## config.mk

```make
export PLATFORM = sky130hd
export DESIGN_NAME = pos_remote_input_arbiter_flat
export DESIGN_NICKNAME = d
export VERILOG_FILES = /design/src/rtl/pos_remote_input_arbiter_if.sv /design/src/rtl/pos_remote_input_arbiter.sv /design/src/flat_wrapper.sv
export SDC_FILE = /design/constraint.sdc
export NUM_CORES = 1
export LEC_CHECK = 0
export CORE_AREA = 2 2 176 178
export CTS_CLUSTER_SIZE = 12
export DETAILED_ROUTE_END_ITERATION = 16
export DIE_AREA = 0 0 178 180
export PLACE_DENSITY_LB_ADDON = 0.3
export SYNTH_ARGS = -nofsm -noshare
export SYNTH_HDL_FRONTEND = slang
export SYNTH_SLANG_ARGS = --single-unit
```

## constraint.sdc

```tcl
create_clock -name clk -period 11.5 [get_ports clk]
set_input_delay 1.725 -clock clk [delete_from_list [all_inputs] [get_ports clk]]
set_output_delay 1.725 -clock clk [all_outputs]
set_load 0.005 [all_outputs]
```

## src/rtl/pos_remote_input_arbiter_if.sv

```systemverilog
// Signal bundle between the remote-input arbiter, the per-FPGA receive FIFOs,
// the ring's external node and the outbound remote TX FIFO occupancy.
// The master modport is the arbiter side; the slave modport is the surrounding fabric.
// Defining POS_REMOTE_ARB_STATS_EN adds the statistics counter outputs.
interface pos_remote_input_arbiter_if #(
  parameter int NUM_SRC = 7,
  parameter int PKT_W   = 39,
  parameter int GCID_W  = 9,
  parameter int LIFE_W  = 4,
  parameter int CNT_W   = 8
);
  localparam int SRC_W = (NUM_SRC > 1) ? $clog2(NUM_SRC) : 1;

  logic [NUM_SRC-1:0]        i_src_valid;
  logic [NUM_SRC*PKT_W-1:0]  i_src_offset_pkt;
  logic [NUM_SRC*GCID_W-1:0] i_src_gcid;
  logic [NUM_SRC*LIFE_W-1:0] i_src_lifetime;
  logic [NUM_SRC-1:0]        o_src_rd;

  logic                      o_remote_valid;
  logic [PKT_W-1:0]          o_remote_offset_pkt;
  logic [GCID_W-1:0]         o_remote_gcid;
  logic [LIFE_W-1:0]         o_remote_lifetime;
  logic [SRC_W-1:0]          o_remote_src_id;
  logic                      i_remote_ack;

  logic [CNT_W-1:0]          i_tx_fifo_count;
  logic                      o_remote_buffer_back_pressure;

`ifdef POS_REMOTE_ARB_STATS_EN
  logic [NUM_SRC*32-1:0]     o_grant_cnt;
  logic [31:0]               o_drop_cnt;
  logic [31:0]               o_stall_cycles;
`endif

  modport master (
    input  i_src_valid, i_src_offset_pkt, i_src_gcid, i_src_lifetime,
    input  i_remote_ack, i_tx_fifo_count,
`ifdef POS_REMOTE_ARB_STATS_EN
    output o_grant_cnt, o_drop_cnt, o_stall_cycles,
`endif
    output o_src_rd, o_remote_valid, o_remote_offset_pkt, o_remote_gcid,
    output o_remote_lifetime, o_remote_src_id, o_remote_buffer_back_pressure
  );

  modport slave (
    output i_src_valid, i_src_offset_pkt, i_src_gcid, i_src_lifetime,
    output i_remote_ack, i_tx_fifo_count,
`ifdef POS_REMOTE_ARB_STATS_EN
    input  o_grant_cnt, o_drop_cnt, o_stall_cycles,
`endif
    input  o_src_rd, o_remote_valid, o_remote_offset_pkt, o_remote_gcid,
    input  o_remote_lifetime, o_remote_src_id, o_remote_buffer_back_pressure
  );
endinterface

```

## src/rtl/pos_remote_input_arbiter.sv

```systemverilog
// Round-robin scheduler for the remote-input port of the position ring's ext node.
// Pulls packets from NUM_SRC FWFT receive FIFOs, holds one packet until the node acks,
// silently discards zero-lifetime heads, and drives a hysteretic back-pressure flag
// derived from the outbound remote TX FIFO occupancy (BP_LO must be below BP_HI).
// Optional statistics counters are built when POS_REMOTE_ARB_STATS_EN is defined.
// gcid is passed through untouched; frame conversion happens in the ext node.
module pos_remote_input_arbiter #(
  parameter int NUM_SRC = 7,
  parameter int PKT_W   = 39,
  parameter int GCID_W  = 9,
  parameter int LIFE_W  = 4,
  parameter int CNT_W   = 8,
  parameter int BP_HI   = 200,
  parameter int BP_LO   = 128
) (
  input logic                        clk,
  input logic                        rst,
  pos_remote_input_arbiter_if.master bus
);
  localparam int SRC_W = (NUM_SRC > 1) ? $clog2(NUM_SRC) : 1;

  typedef enum logic {
    IDLE = 1'b0,
    HOLD = 1'b1
  } state_t;

  state_t              state_q, state_d;
  logic [SRC_W-1:0]    rr_ptr_q, rr_ptr_d;
  logic [PKT_W-1:0]    pkt_q, pkt_d;
  logic [GCID_W-1:0]   gcid_q, gcid_d;
  logic [LIFE_W-1:0]   life_q, life_d;
  logic [SRC_W-1:0]    src_id_q, src_id_d;
  logic                bp_q, bp_d;

  logic [NUM_SRC-1:0]  eligible;
  logic [NUM_SRC-1:0]  zero_life;
  logic [NUM_SRC-1:0]  src_rd;
  logic                grant_vld;
  logic [SRC_W-1:0]    grant_idx;
  logic [PKT_W-1:0]    sel_pkt;
  logic [GCID_W-1:0]   sel_gcid;
  logic [LIFE_W-1:0]   sel_life;
  logic                load;

  // Split each valid FIFO head into presentable packets and zero-lifetime discards
  always_comb begin
    eligible  = '0;
    zero_life = '0;
    for (int k = 0; k < NUM_SRC; k++) begin
      if (bus.i_src_valid[k]) begin
        if (bus.i_src_lifetime[k*LIFE_W +: LIFE_W] == '0) begin
          zero_life[k] = 1'b1;
        end else begin
          eligible[k] = 1'b1;
        end
      end
    end
  end

  // Round-robin search starting just after the last granted source
  always_comb begin
    logic [SRC_W-1:0] cand;
    grant_vld = 1'b0;
    grant_idx = '0;
    cand      = '0;
    for (int i = 1; i <= NUM_SRC; i++) begin
      cand = SRC_W'((int'(rr_ptr_q) + i) % NUM_SRC);
      if (!grant_vld && eligible[cand]) begin
        grant_vld = 1'b1;
        grant_idx = cand;
      end
    end
  end

  // Select the head packet of the granted source
  always_comb begin
    sel_pkt  = '0;
    sel_gcid = '0;
    sel_life = '0;
    for (int k = 0; k < NUM_SRC; k++) begin
      if (grant_idx == SRC_W'(k)) begin
        sel_pkt  = bus.i_src_offset_pkt[k*PKT_W +: PKT_W];
        sel_gcid = bus.i_src_gcid[k*GCID_W +: GCID_W];
        sel_life = bus.i_src_lifetime[k*LIFE_W +: LIFE_W];
      end
    end
  end

  // A new packet may be taken when nothing is held or the held one is being accepted
  assign load = (state_q == IDLE) || bus.i_remote_ack;

  // Next state, hold-register contents and FIFO pop pulses
  always_comb begin
    state_d  = state_q;
    rr_ptr_d = rr_ptr_q;
    pkt_d    = pkt_q;
    gcid_d   = gcid_q;
    life_d   = life_q;
    src_id_d = src_id_q;
    src_rd   = '0;
    if (load) begin
      src_rd = zero_life;
      if (grant_vld) begin
        src_rd[grant_idx] = 1'b1;
        state_d           = HOLD;
        rr_ptr_d          = grant_idx;
        pkt_d             = sel_pkt;
        gcid_d            = sel_gcid;
        life_d            = sel_life;
        src_id_d          = grant_idx;
      end else begin
        state_d  = IDLE;
        pkt_d    = '0;
        gcid_d   = '0;
        life_d   = '0;
        src_id_d = '0;
      end
    end
    if (rst) begin
      src_rd = '0;
    end
  end

  // State, round-robin pointer and held packet registers
  always_ff @(posedge clk) begin
    if (rst) begin
      state_q  <= IDLE;
      rr_ptr_q <= SRC_W'(NUM_SRC - 1);
      pkt_q    <= '0;
      gcid_q   <= '0;
      life_q   <= '0;
      src_id_q <= '0;
    end else begin
      state_q  <= state_d;
      rr_ptr_q <= rr_ptr_d;
      pkt_q    <= pkt_d;
      gcid_q   <= gcid_d;
      life_q   <= life_d;
      src_id_q <= src_id_d;
    end
  end

  // Hysteresis band: set at the high mark, clear at the low mark, hold in between
  always_comb begin
    bp_d = bp_q;
    if (bus.i_tx_fifo_count >= CNT_W'(BP_HI)) begin
      bp_d = 1'b1;
    end else if (bus.i_tx_fifo_count <= CNT_W'(BP_LO)) begin
      bp_d = 1'b0;
    end
  end

  // Back-pressure flag register
  always_ff @(posedge clk) begin
    if (rst) begin
      bp_q <= 1'b0;
    end else begin
      bp_q <= bp_d;
    end
  end

  assign bus.o_src_rd                      = src_rd;
  assign bus.o_remote_valid                = (state_q == HOLD);
  assign bus.o_remote_offset_pkt           = pkt_q;
  assign bus.o_remote_gcid                 = gcid_q;
  assign bus.o_remote_lifetime             = life_q;
  assign bus.o_remote_src_id               = src_id_q;
  assign bus.o_remote_buffer_back_pressure = bp_q;

`ifdef POS_REMOTE_ARB_STATS_EN
  logic [NUM_SRC*32-1:0] grant_cnt_q;
  logic [31:0]           drop_cnt_q;
  logic [31:0]           stall_q;
  logic [31:0]           drop_inc;

  // Number of zero-lifetime heads discarded this cycle
  always_comb begin
    drop_inc = '0;
    if (load) begin
      for (int k = 0; k < NUM_SRC; k++) begin
        drop_inc = drop_inc + 32'(zero_life[k]);
      end
    end
  end

  // Per-source grant, discard and stalled-hold counters (all wrap naturally)
  always_ff @(posedge clk) begin
    if (rst) begin
      grant_cnt_q <= '0;
      drop_cnt_q  <= '0;
      stall_q     <= '0;
    end else begin
      for (int k = 0; k < NUM_SRC; k++) begin
        if (load && grant_vld && (grant_idx == SRC_W'(k))) begin
          grant_cnt_q[k*32 +: 32] <= grant_cnt_q[k*32 +: 32] + 32'd1;
        end
      end
      drop_cnt_q <= drop_cnt_q + drop_inc;
      if ((state_q == HOLD) && !bus.i_remote_ack) begin
        stall_q <= stall_q + 32'd1;
      end
    end
  end

  assign bus.o_grant_cnt    = grant_cnt_q;
  assign bus.o_drop_cnt     = drop_cnt_q;
  assign bus.o_stall_cycles = stall_q;
`endif

endmodule

```

## src/flat_wrapper.sv

```systemverilog
// flat-port wrapper written by rule: the top's interface ports become plain ports
module pos_remote_input_arbiter_flat 
#(
  parameter int NUM_SRC = 7,
  parameter int PKT_W   = 39,
  parameter int GCID_W  = 9,
  parameter int LIFE_W  = 4,
  parameter int CNT_W   = 8,
  parameter int BP_HI   = 200,
  parameter int BP_LO   = 128
)
  (clk, rst, bus_i_src_valid, bus_i_src_offset_pkt, bus_i_src_gcid, bus_i_src_lifetime, bus_i_remote_ack, bus_i_tx_fifo_count, bus_o_src_rd, bus_o_remote_valid, bus_o_remote_offset_pkt, bus_o_remote_gcid, bus_o_remote_lifetime, bus_o_remote_src_id, bus_o_remote_buffer_back_pressure);
  pos_remote_input_arbiter_if #(.NUM_SRC(NUM_SRC), .PKT_W(PKT_W), .GCID_W(GCID_W), .LIFE_W(LIFE_W), .CNT_W(CNT_W)) bus_i ();
  input logic clk;
  input logic rst;
  input wire logic [$bits(bus_i.i_src_valid)-1:0] bus_i_src_valid;
  input wire logic [$bits(bus_i.i_src_offset_pkt)-1:0] bus_i_src_offset_pkt;
  input wire logic [$bits(bus_i.i_src_gcid)-1:0] bus_i_src_gcid;
  input wire logic [$bits(bus_i.i_src_lifetime)-1:0] bus_i_src_lifetime;
  input wire logic [$bits(bus_i.i_remote_ack)-1:0] bus_i_remote_ack;
  input wire logic [$bits(bus_i.i_tx_fifo_count)-1:0] bus_i_tx_fifo_count;
  output wire logic [$bits(bus_i.o_src_rd)-1:0] bus_o_src_rd;
  output wire logic [$bits(bus_i.o_remote_valid)-1:0] bus_o_remote_valid;
  output wire logic [$bits(bus_i.o_remote_offset_pkt)-1:0] bus_o_remote_offset_pkt;
  output wire logic [$bits(bus_i.o_remote_gcid)-1:0] bus_o_remote_gcid;
  output wire logic [$bits(bus_i.o_remote_lifetime)-1:0] bus_o_remote_lifetime;
  output wire logic [$bits(bus_i.o_remote_src_id)-1:0] bus_o_remote_src_id;
  output wire logic [$bits(bus_i.o_remote_buffer_back_pressure)-1:0] bus_o_remote_buffer_back_pressure;
  assign bus_i.i_src_valid = bus_i_src_valid;
  assign bus_i.i_src_offset_pkt = bus_i_src_offset_pkt;
  assign bus_i.i_src_gcid = bus_i_src_gcid;
  assign bus_i.i_src_lifetime = bus_i_src_lifetime;
  assign bus_i.i_remote_ack = bus_i_remote_ack;
  assign bus_i.i_tx_fifo_count = bus_i_tx_fifo_count;
  assign bus_o_src_rd = bus_i.o_src_rd;
  assign bus_o_remote_valid = bus_i.o_remote_valid;
  assign bus_o_remote_offset_pkt = bus_i.o_remote_offset_pkt;
  assign bus_o_remote_gcid = bus_i.o_remote_gcid;
  assign bus_o_remote_lifetime = bus_i.o_remote_lifetime;
  assign bus_o_remote_src_id = bus_i.o_remote_src_id;
  assign bus_o_remote_buffer_back_pressure = bus_i.o_remote_buffer_back_pressure;
  pos_remote_input_arbiter #(.NUM_SRC(NUM_SRC), .PKT_W(PKT_W), .GCID_W(GCID_W), .LIFE_W(LIFE_W), .CNT_W(CNT_W), .BP_HI(BP_HI), .BP_LO(BP_LO)) u_core (.clk(clk), .rst(rst), .bus(bus_i));
endmodule
```

==> results.md, run 1 <==
- The flow ran to the end, and the final reports show no timing, DRC or antenna violations.
- The async set-or-reset flop fraction in the synthesized netlist is 0.
- After layout, the minimum clock period comes to 9360 ps.
- In this run the tool buffered the top-level ports with 445 buffer cells.
- The total routed wirelength is 46.2 mm.
- 446 I/O pins were placed.
- In this run the clock root is driven by a clkbuf_16.
- The critical path goes through buf_4, inv_2, ha_1, clkinv_1, ha_1, ha_1, or3b_4, or4_1, a31oi_1, or3b_4, nand2_1, and3_2, a32o_4, buf_4, nand2_1, nor3_1, a21oi_1, nor2_1, clkdlybuf4s50_1.
- Synthesis produced a netlist whose cell count is 1074.
- The net count reported at finish is 1846.
- In the final timing run, aggregate negative setup slack is 0 ps.
- Setup repair after global routing left no endpoint under its margin.
- The DRC violation count after routing is 0.
- The post-cts sizing count is 0.
- The net count after synthesis is 1477.
- The buffers inserted during post-CTS setup optimization is 0.
- The floorplan step defined a die boundary enclosing 32000 µm².
- For this run, the register share of the synthesized area comes to 0.136.
- Once placement finished, the instance area stood at 13300 µm².
- For this run, the share of the core covered by cells in the final layout is 0.454.
- Routability-driven placement finished with a final weighted congestion of 0.943.
- Yosys printed 0 warnings.
- The per-cell via count in the routed design is 5.79.
- The synthesized area is 8810 µm².
- The effective utilization at floorplan is 0.292.
- The finished layout cell area is 13700 µm².
- The CTS tree is built.
- The max-slew violation total from the final report is 0.
- The site row count is 64.
- The number of vias after detailed routing is 10700.
- The hold buffer count at cts is 0.
- The synthesized design contains 60 register bits.
- Clock tree synthesis inserted a total of 9 buffers.
- The number of iterations in the first detailed-routing pass is 5.
- The count of different cell masters after synthesis is 100.
- Clock-pin slew was measured on the worst setup and hold paths at 60 ps.
- The via count of the first global-routing pass was 10500.
- The synthesized design contains 0 enable-type register cells.
- Hold is met by 474 ps.
- The critical path class is flop to output port.
- The die span in y is 180 µm.
- The kind of capture point of the worst setup path is an output port.
- In this run the remaining antenna-violating nets after routing total 0.
- The number of antenna violations at the first check in global routing is 4.
- The required arrival time at the worst endpoint is 9780 ps.
- The routed wirelength normalized by instance count is 25.0 µm.
- The filler cell count in the final layout is 2962.
- At the pin with the least slew margin, the transition time is 1180 ps.
- The worst setup path is launched from a flop.
- The placeable core area is 30200 µm².
- The detailed router finished its first iteration with 832 violations.
- The clock latency at the later pin of the worst-skew pair is 350 ps.
- No sink is reached through more buffers than the 2 on the longest clock path.
- For this run, the leading register cell type out of synthesis is dfxtp_1.
- In the finished design, the share of the clock period the worst path needs comes to 0.814.
- Based on the critical path, the design can be clocked at up to 107 MHz.
- For this run, the slowest stage of the critical path takes 780 ps.
- The share of post-route cells with drive strength above 1 is 0.113.
- For the worst setup path, the data arrival time is 7630 ps.
- Setup violations remaining at the end of the flow were counted as 0.
- The tree built by TritonCTS fans out to 60 sinks.
- The total track usage is 0.277.
- The half-perimeter wire length of the detailed placement result is 35.7 mm.
- The post-synthesis average cell area is 8.20 µm².
- The die is 178 µm wide.
- The critical-path cell with the highest stage delay is nand2_1.
- The final clock skew is 14.2 ps.
- The number of max-capacitance violations reported is 0.
- Entering global routing, the biggest net connects 97 pins.
- In this run the tightest slew margin relative to its limit is 0.213.
- The cell repeated most along the worst path is ha_1.
- The number of hold-slack violations in the final timing report came to 0.
- The leftover overflow at the end of global routing is 0.
- The first global-routing pass estimated 67.4 mm of wire.
- From synthesis to final layout, the design area changed by 55.5%.
- The CTS H-tree depth is 3.
- The peak fanout along the critical path is 96.
- The tightest min-delay check is of the flop to flop type.
## layout make-up
cell class,count,area [µm²],share of cell area
multi-input cells,884,6950,0.507
clock inverters,6,95.1,0.00694
well taps,396,495,0.0362
flip-flops and latches,60,1200,0.0878
repair buffers,468,4630,0.338
clock buffers,10,239,0.0175
inverters,20,77.6,0.00567
diodes,4,10.0,0.000731
## per-layer routing
layer	share of wire	vias up	wire length, µm	track usage
met1	0.41	5170	19000	0.347
met5	0.00028	-	13	0
met2	0.50	437	23200	0.477
met4	0.032	2	1500	0.101
li1	-	5030	-	-
met3	0.055	57	2520	0.0412
## sequential cells by signal (all words and copies together) (netlist names)
register                                  flops
u_core.bus.o_remote_lifetime                  4
u_core.bus.o_remote_buffer_back_pressure      1
u_core.bus.o_remote_valid                     1
u_core.bus.o_remote_offset_pkt               39
u_core.bus.o_remote_src_id                    3
u_core.rr_ptr_q                               3
u_core.bus.o_remote_gcid                      9
## synthesized netlist by cell type, types with 4 or more instances
cell type,number,area [µm²]
a21o_2,7,61.3
ha_1,21,263
o21ai_2,8,70.1
a41oi_1,4,35.0
mux4_2,4,90.1
a21o_1,45,338
nor2b_1,8,50.1
and2_1,4,25.0
o21ai_0,17,85.1
dfxtp_1,60,1200
clkbuf_1,49,184
inv_1,17,63.8
and3_2,8,60.1
o21ai_1,41,205
mux2_2,12,135
nor4_1,11,68.8
a32oi_1,7,61.3
a21oi_1,33,165
a31oi_1,7,43.8
o211a_1,56,561
a221oi_1,6,52.6
nand2b_1,9,56.3
o211ai_1,58,435
o221ai_2,38,571
a211o_1,4,35.0
nand2_1,83,312
o22ai_1,8,50.1
nand3_1,5,25.0
and3_1,40,250
nor3_1,13,65.1
a211oi_1,7,52.6
o31ai_1,4,30.0
o221ai_1,14,123
buf_2,24,120
o21a_1,5,37.5
nor2_1,46,173
buf_4,8,60.1
clkbuf_8,11,151
mux2i_1,58,581
a21boi_0,47,353
o41ai_1,5,43.8
buf_6,8,90.1
nand4_1,4,25.0
xnor2_1,8,70.1
a22oi_1,53,398
## per-stage QoR
stage	setup slack, ps	cells
floorplan	4020	1074
global placement	2670	1828
detailed placement	2530	1828
CTS	2150	1844
global route	1500	1847
finish	2140	1848
## final timing paths
| kind | endpoint | startpoint | slack, ps | depth (start not counted) |
|---|---|---|---|---|
| setup / recovery | bus_o_src_rd[1] | u_core.rr_ptr_q[0] | 2140 | 19 |
| setup reg to reg | u_core.bus.o_remote_offset_pkt[27] | u_core.rr_ptr_q[0] | 3610 | 18 |
| hold / removal | u_core.bus.o_remote_offset_pkt[19] | u_core.bus.o_remote_offset_pkt[19] | 470 | 2 |
| hold reg to reg | u_core.bus.o_remote_offset_pkt[19] | u_core.bus.o_remote_offset_pkt[19] | 470 | 2 |
## logic make-up (layout without fill, tap and decap cells)
| family | count (synthesis) | after routing | share of synthesized area |
|---|---|---|---|
| xor+xnor | 12 | 12 | 0.0136 |
| buf+inv | 130 | 504 | 0.0861 |
| compound gates | 513 | 513 | 0.485 |
| mux | 74 | 74 | 0.0915 |
| other cells | 0 | 4 | 0 |
| flops | 60 | 60 | 0.136 |
| fa+ha+maj | 21 | 21 | 0.0298 |
| simple gates | 264 | 264 | 0.158 |
## worst max-delay path, delay by kind of cell (launching register included)
family | cells | cell delay [ps]
AOI/OAI and AO/OA | 3 | 590
adders and majority gates | 3 | 990
and+or+nand+nor | 8 | 3170
buffers and inverters | 5 | 2180
DFF | 1 | 310
## placed cells by master (no fill, tap or decap), types with 12 or more instances in the layout
master and count:
clkdlybuf4s50_1 445, nand2_1 82, dfxtp_1 59, mux2i_1 58, o211ai_1 58, o211a_1 56
a22oi_1 53, a21boi_0 47, a21o_1 45, nor2_1 43, and3_1 40, o21ai_1 40
o221ai_2 38, a21oi_1 33, buf_4 23, ha_1 21, inv_1 17, o21ai_0 17
o221ai_1 14, nor3_1 13, mux2_2 12
Power of run 1 is left out: the tool's default activity adds up to more than one toggle a clock period on the data nets, which glitch-free logic cannot reach.
==> run 2: changes to the inputs <==
--- a/config.mk
+++ b/config.mk
@@ -5,10 +5,10 @@
 export SDC_FILE = /design/constraint.sdc
 export NUM_CORES = 1
 export LEC_CHECK = 0
-export CORE_AREA = 2 2 176 178
+export CORE_AREA = 2 2 171 173
 export CTS_CLUSTER_SIZE = 12
 export DETAILED_ROUTE_END_ITERATION = 16
-export DIE_AREA = 0 0 178 180
+export DIE_AREA = 0 0 173 175
 export PLACE_DENSITY_LB_ADDON = 0.3
 export SYNTH_ARGS = -nofsm -noshare
 export SYNTH_HDL_FRONTEND = slang
==> constraint.sdc (replaced) <==
create_clock -name clk -period 8.9 [get_ports clk]
set_input_delay 1.335 -clock clk [delete_from_list [all_inputs] [get_ports clk]]
set_output_delay 1.335 -clock clk [all_outputs]
set_load 0.005 [all_outputs]
==> run 2 against run 1 <==
- final area decreased by 0.16%
- first-iteration DRC count increased by 10%
- wire length decreased by 1.1%
- register-to-register slack got worse by 2200 ps
- die area decreased by 5.5%
- global-route usage increased by 0.95 points
- cell count decreased by 0.76%
- critical endpoint is now bus_o_src_rd[5]
==> results.md, run 2 (synthesized netlist as in run 1, its figures left out) <==
- The per-cell via count in the routed design came to 5.86 (+1.3%).
- The cell count after placement is 1814 (-0.77%).
- On the critical path, the stage with the largest delay is an instance of o21ai_4.
- The met3 wire length is 3.78 mm (+50%).
- The number of hold-slack violations in the final timing report is 0 (unchanged).
- The most numerous cell type found on the critical path is ha_1.
- The hold buffer count at cts is 0 (unchanged).
- The met1 routed wirelength after detailed routing is 19.7 mm (+3.5%).
- Setup repair after global routing left no endpoint under its margin.
- The most common cell after layout, fill and taps aside is clkdlybuf4s50_1.
- STA classifies the critical path startpoint as a flop.
- The area of the multi-input gates was 6950 µm² (+0.11%).
- For this run, the top clock speed supported by timing is 120 MHz.
- The area occupied by registers came to 1200 µm² (-0.10%).
- The required arrival time at the worst endpoint is 7570 ps (-2210 ps).
- The leftover overflow at the end of global routing is 0 (unchanged).
- The number of iterations in the first detailed-routing pass is 5 (unchanged).
- The CTS tree is built.
- The highest metal layer carrying signal wires in the routed design is met4.
- The critical path class is flop to output port.
- The die boundary width is 173 µm (-2.8%).
- The peak fanout along the critical path is 29 (-70%).
- The flow ran to the end, and the final reports show no timing, DRC or antenna violations.
- The number of clock sinks came to 60 (unchanged).
- The clock transition at the registers of the reported paths was 50 ps (about the same).
- The cell at the root of the clock tree is clkbuf_16.
- The maximum number of pins on one net before global-route repair is 55 (-43%).
- The routed wirelength normalized by instance count is 24.9 µm (-0.34%).
- The startpoint identified for the worst hold timing path is u_core.bus.o_remote_src_id[0].
- The kind of capture point of the worst setup path is an output port.
- The half-perimeter wire length of the detailed placement result came to 34.3 mm (-4.0%).
- The effective utilization at floorplan is 0.310 (+0.0185).
- The number of placed I/O pins is 446 (unchanged).
- The worst hold path belongs to the class flop to flop.
- The DRC violation count after routing came to 0 (unchanged).
- Counting I/O delays and the setup requirement, the final critical path takes 8330 ps.
- The filler cell count in the final layout is 2790 (-5.8%).
- The number of antenna violations at the first check in global routing came to 4 (unchanged).
- The largest incremental delay on the critical path is 780 ps (about the same).
- The via count of the first global-routing pass is 10600 (+0.92%).
- The count of input and output buffers came to 445 (unchanged).
- The violation count after the first detailed-routing iteration is 915 (+10%).
- The final cell utilization of the core is 0.481 (+0.0279).
- The global placer's final weighted congestion is 0.949 (+0.60%).
- The total routed wirelength is 45.7 mm (-1.1%).
- The post-cts sizing count is 0 (unchanged).
- The final period utilization is 0.936.
- The sum of negative setup slack came to 0 ps (unchanged).
- The placeable core area is 28400 µm² (-6.0%).
- The amount of wire on met2 after detailed routing is 21.4 mm (-7.4%).
- The pin slew with the least headroom to its limit is 1190 ps (+10.5 ps).
- The most critical setup path has its startpoint at u_core.rr_ptr_q[1].
- The site row count came to 62 (-3.1%).
- The number of flip-flops under the largest register name is 39 (unchanged).
- The number of vias after detailed routing is 10800 (+0.54%).
- The layout overhead on the synthesized area is 55.2%.
- Leaving out fill and tap cells, the most frequent cells in the layout are clkdlybuf4s50_1, nand2_1, dfxtp_1, mux2i_1, o211ai_1.
- The CTS H-tree depth is 3 (unchanged).
- The final clock skew is 13.9 ps (-0.376 ps).
- The buffering stage count on the worst path with inverters included came to 3 (-2).
- The share of post-route cells with drive strength above 1 is 0.111 (-0.00192).
- The number of max-capacitance violations reported came to 0 (unchanged).
- The total track usage is 0.287 (+0.00953).
- The clock latency at the later pin of the worst-skew pair was 340 ps (about the same).
- The net count reported at finish is 1845 (-0.054%).
- The remaining antenna violation count after routing is 0 (unchanged).
- The number of buffers inserted during clock tree synthesis is 9 (unchanged).
- The max-slew violation total from the final report was 0 (unchanged).
- The buffers inserted during post-CTS setup optimization is 0 (unchanged).
- The final instance count without filler cells was 1834 (-0.76%).
- The die area is 30300 µm² (-5.5%).
- The worst-case headroom to the max-slew limit is 0.206 (-0.00703).
- The launching point of the worst reg2reg path is u_core.rr_ptr_q[1].
- The number of failing setup endpoints in the final timing report is 0 (unchanged).
- The maximum count of clock buffers along a single path came to 2 (unchanged).
- Broken down by cell family, the worst path's largest delay share belongs to compound AO/OA/AOI/OAI gates.
- The global-route wire length before repair is 67.3 mm (-0.21%).
- The die span in y is 175 µm (-2.8%).
- The data arrival time at the worst-slack endpoint was 7000 ps (-630 ps).
- Walking the worst path, the cells encountered are inv_1, ha_1, clkinv_1, ha_1, ha_1, or3b_4, or4_1, a31oi_1, or3b_4, o211a_1, o311a_1, a311o_2, o21ai_4, nor2_1, a21oi_1, nor2_1, clkdlybuf4s50_1.
[run 2: cell count changes in the layout (fill, tap and decap cells not counted), sizes merged]
cell,change
clkbuf,+2
o21ai,+1
inv,-2
buf,-2
clkinv,-1
[run 2: worst register-to-register path: cells and delay by family, from the launching register on]
family | cells | cell delay, ps
fa+ha+maj | 3 | 970
simple gates | 7 | 3670
compound gates | 4 | 1180
flops | 1 | 590
buf+inv | 3 | 1000
[run 2: path summary, 6_finish.rpt]
kind	slack [ps]	cells after the start	to
setup / recovery	570	17	bus_o_src_rd[5]
hold / removal	460	2	u_core.bus.o_remote_src_id[0]
setup reg to reg	1430	17	u_core.bus.o_remote_gcid[7]
hold reg to reg	460	2	u_core.bus.o_remote_src_id[0]
[run 2: layer usage]
metal  GRT usage  up-vias
met5           0        -
met4      0.0713        0
met3      0.0690       56
met2       0.469      515
met1       0.380     5162
li1            -     5021
[run 2: cell type report]
| type | count | area share |
|---|---|---|
| clock inverter | 3 | 0.00503 |
| tap | 384 | 0.0351 |
| inverter | 20 | 0.00567 |
| sequential | 60 | 0.0879 |
| timing repair buffer | 466 | 0.337 |
| clock buffer | 12 | 0.0195 |
| antenna | 4 | 0.000732 |
| multi-input combinational | 885 | 0.509 |
[run 2: metrics by stage]
step                      hold slack, ps  area, µm²  setup slack, ps
after floorplan                      453       8810             1810
after global placement               444      13300             1080
after detailed placement             454      13300              801
after CTS                            464      13600              407
after global routing                 482      13700              125
final                                464      13700              568
Power of run 2 is left out for the same reason.
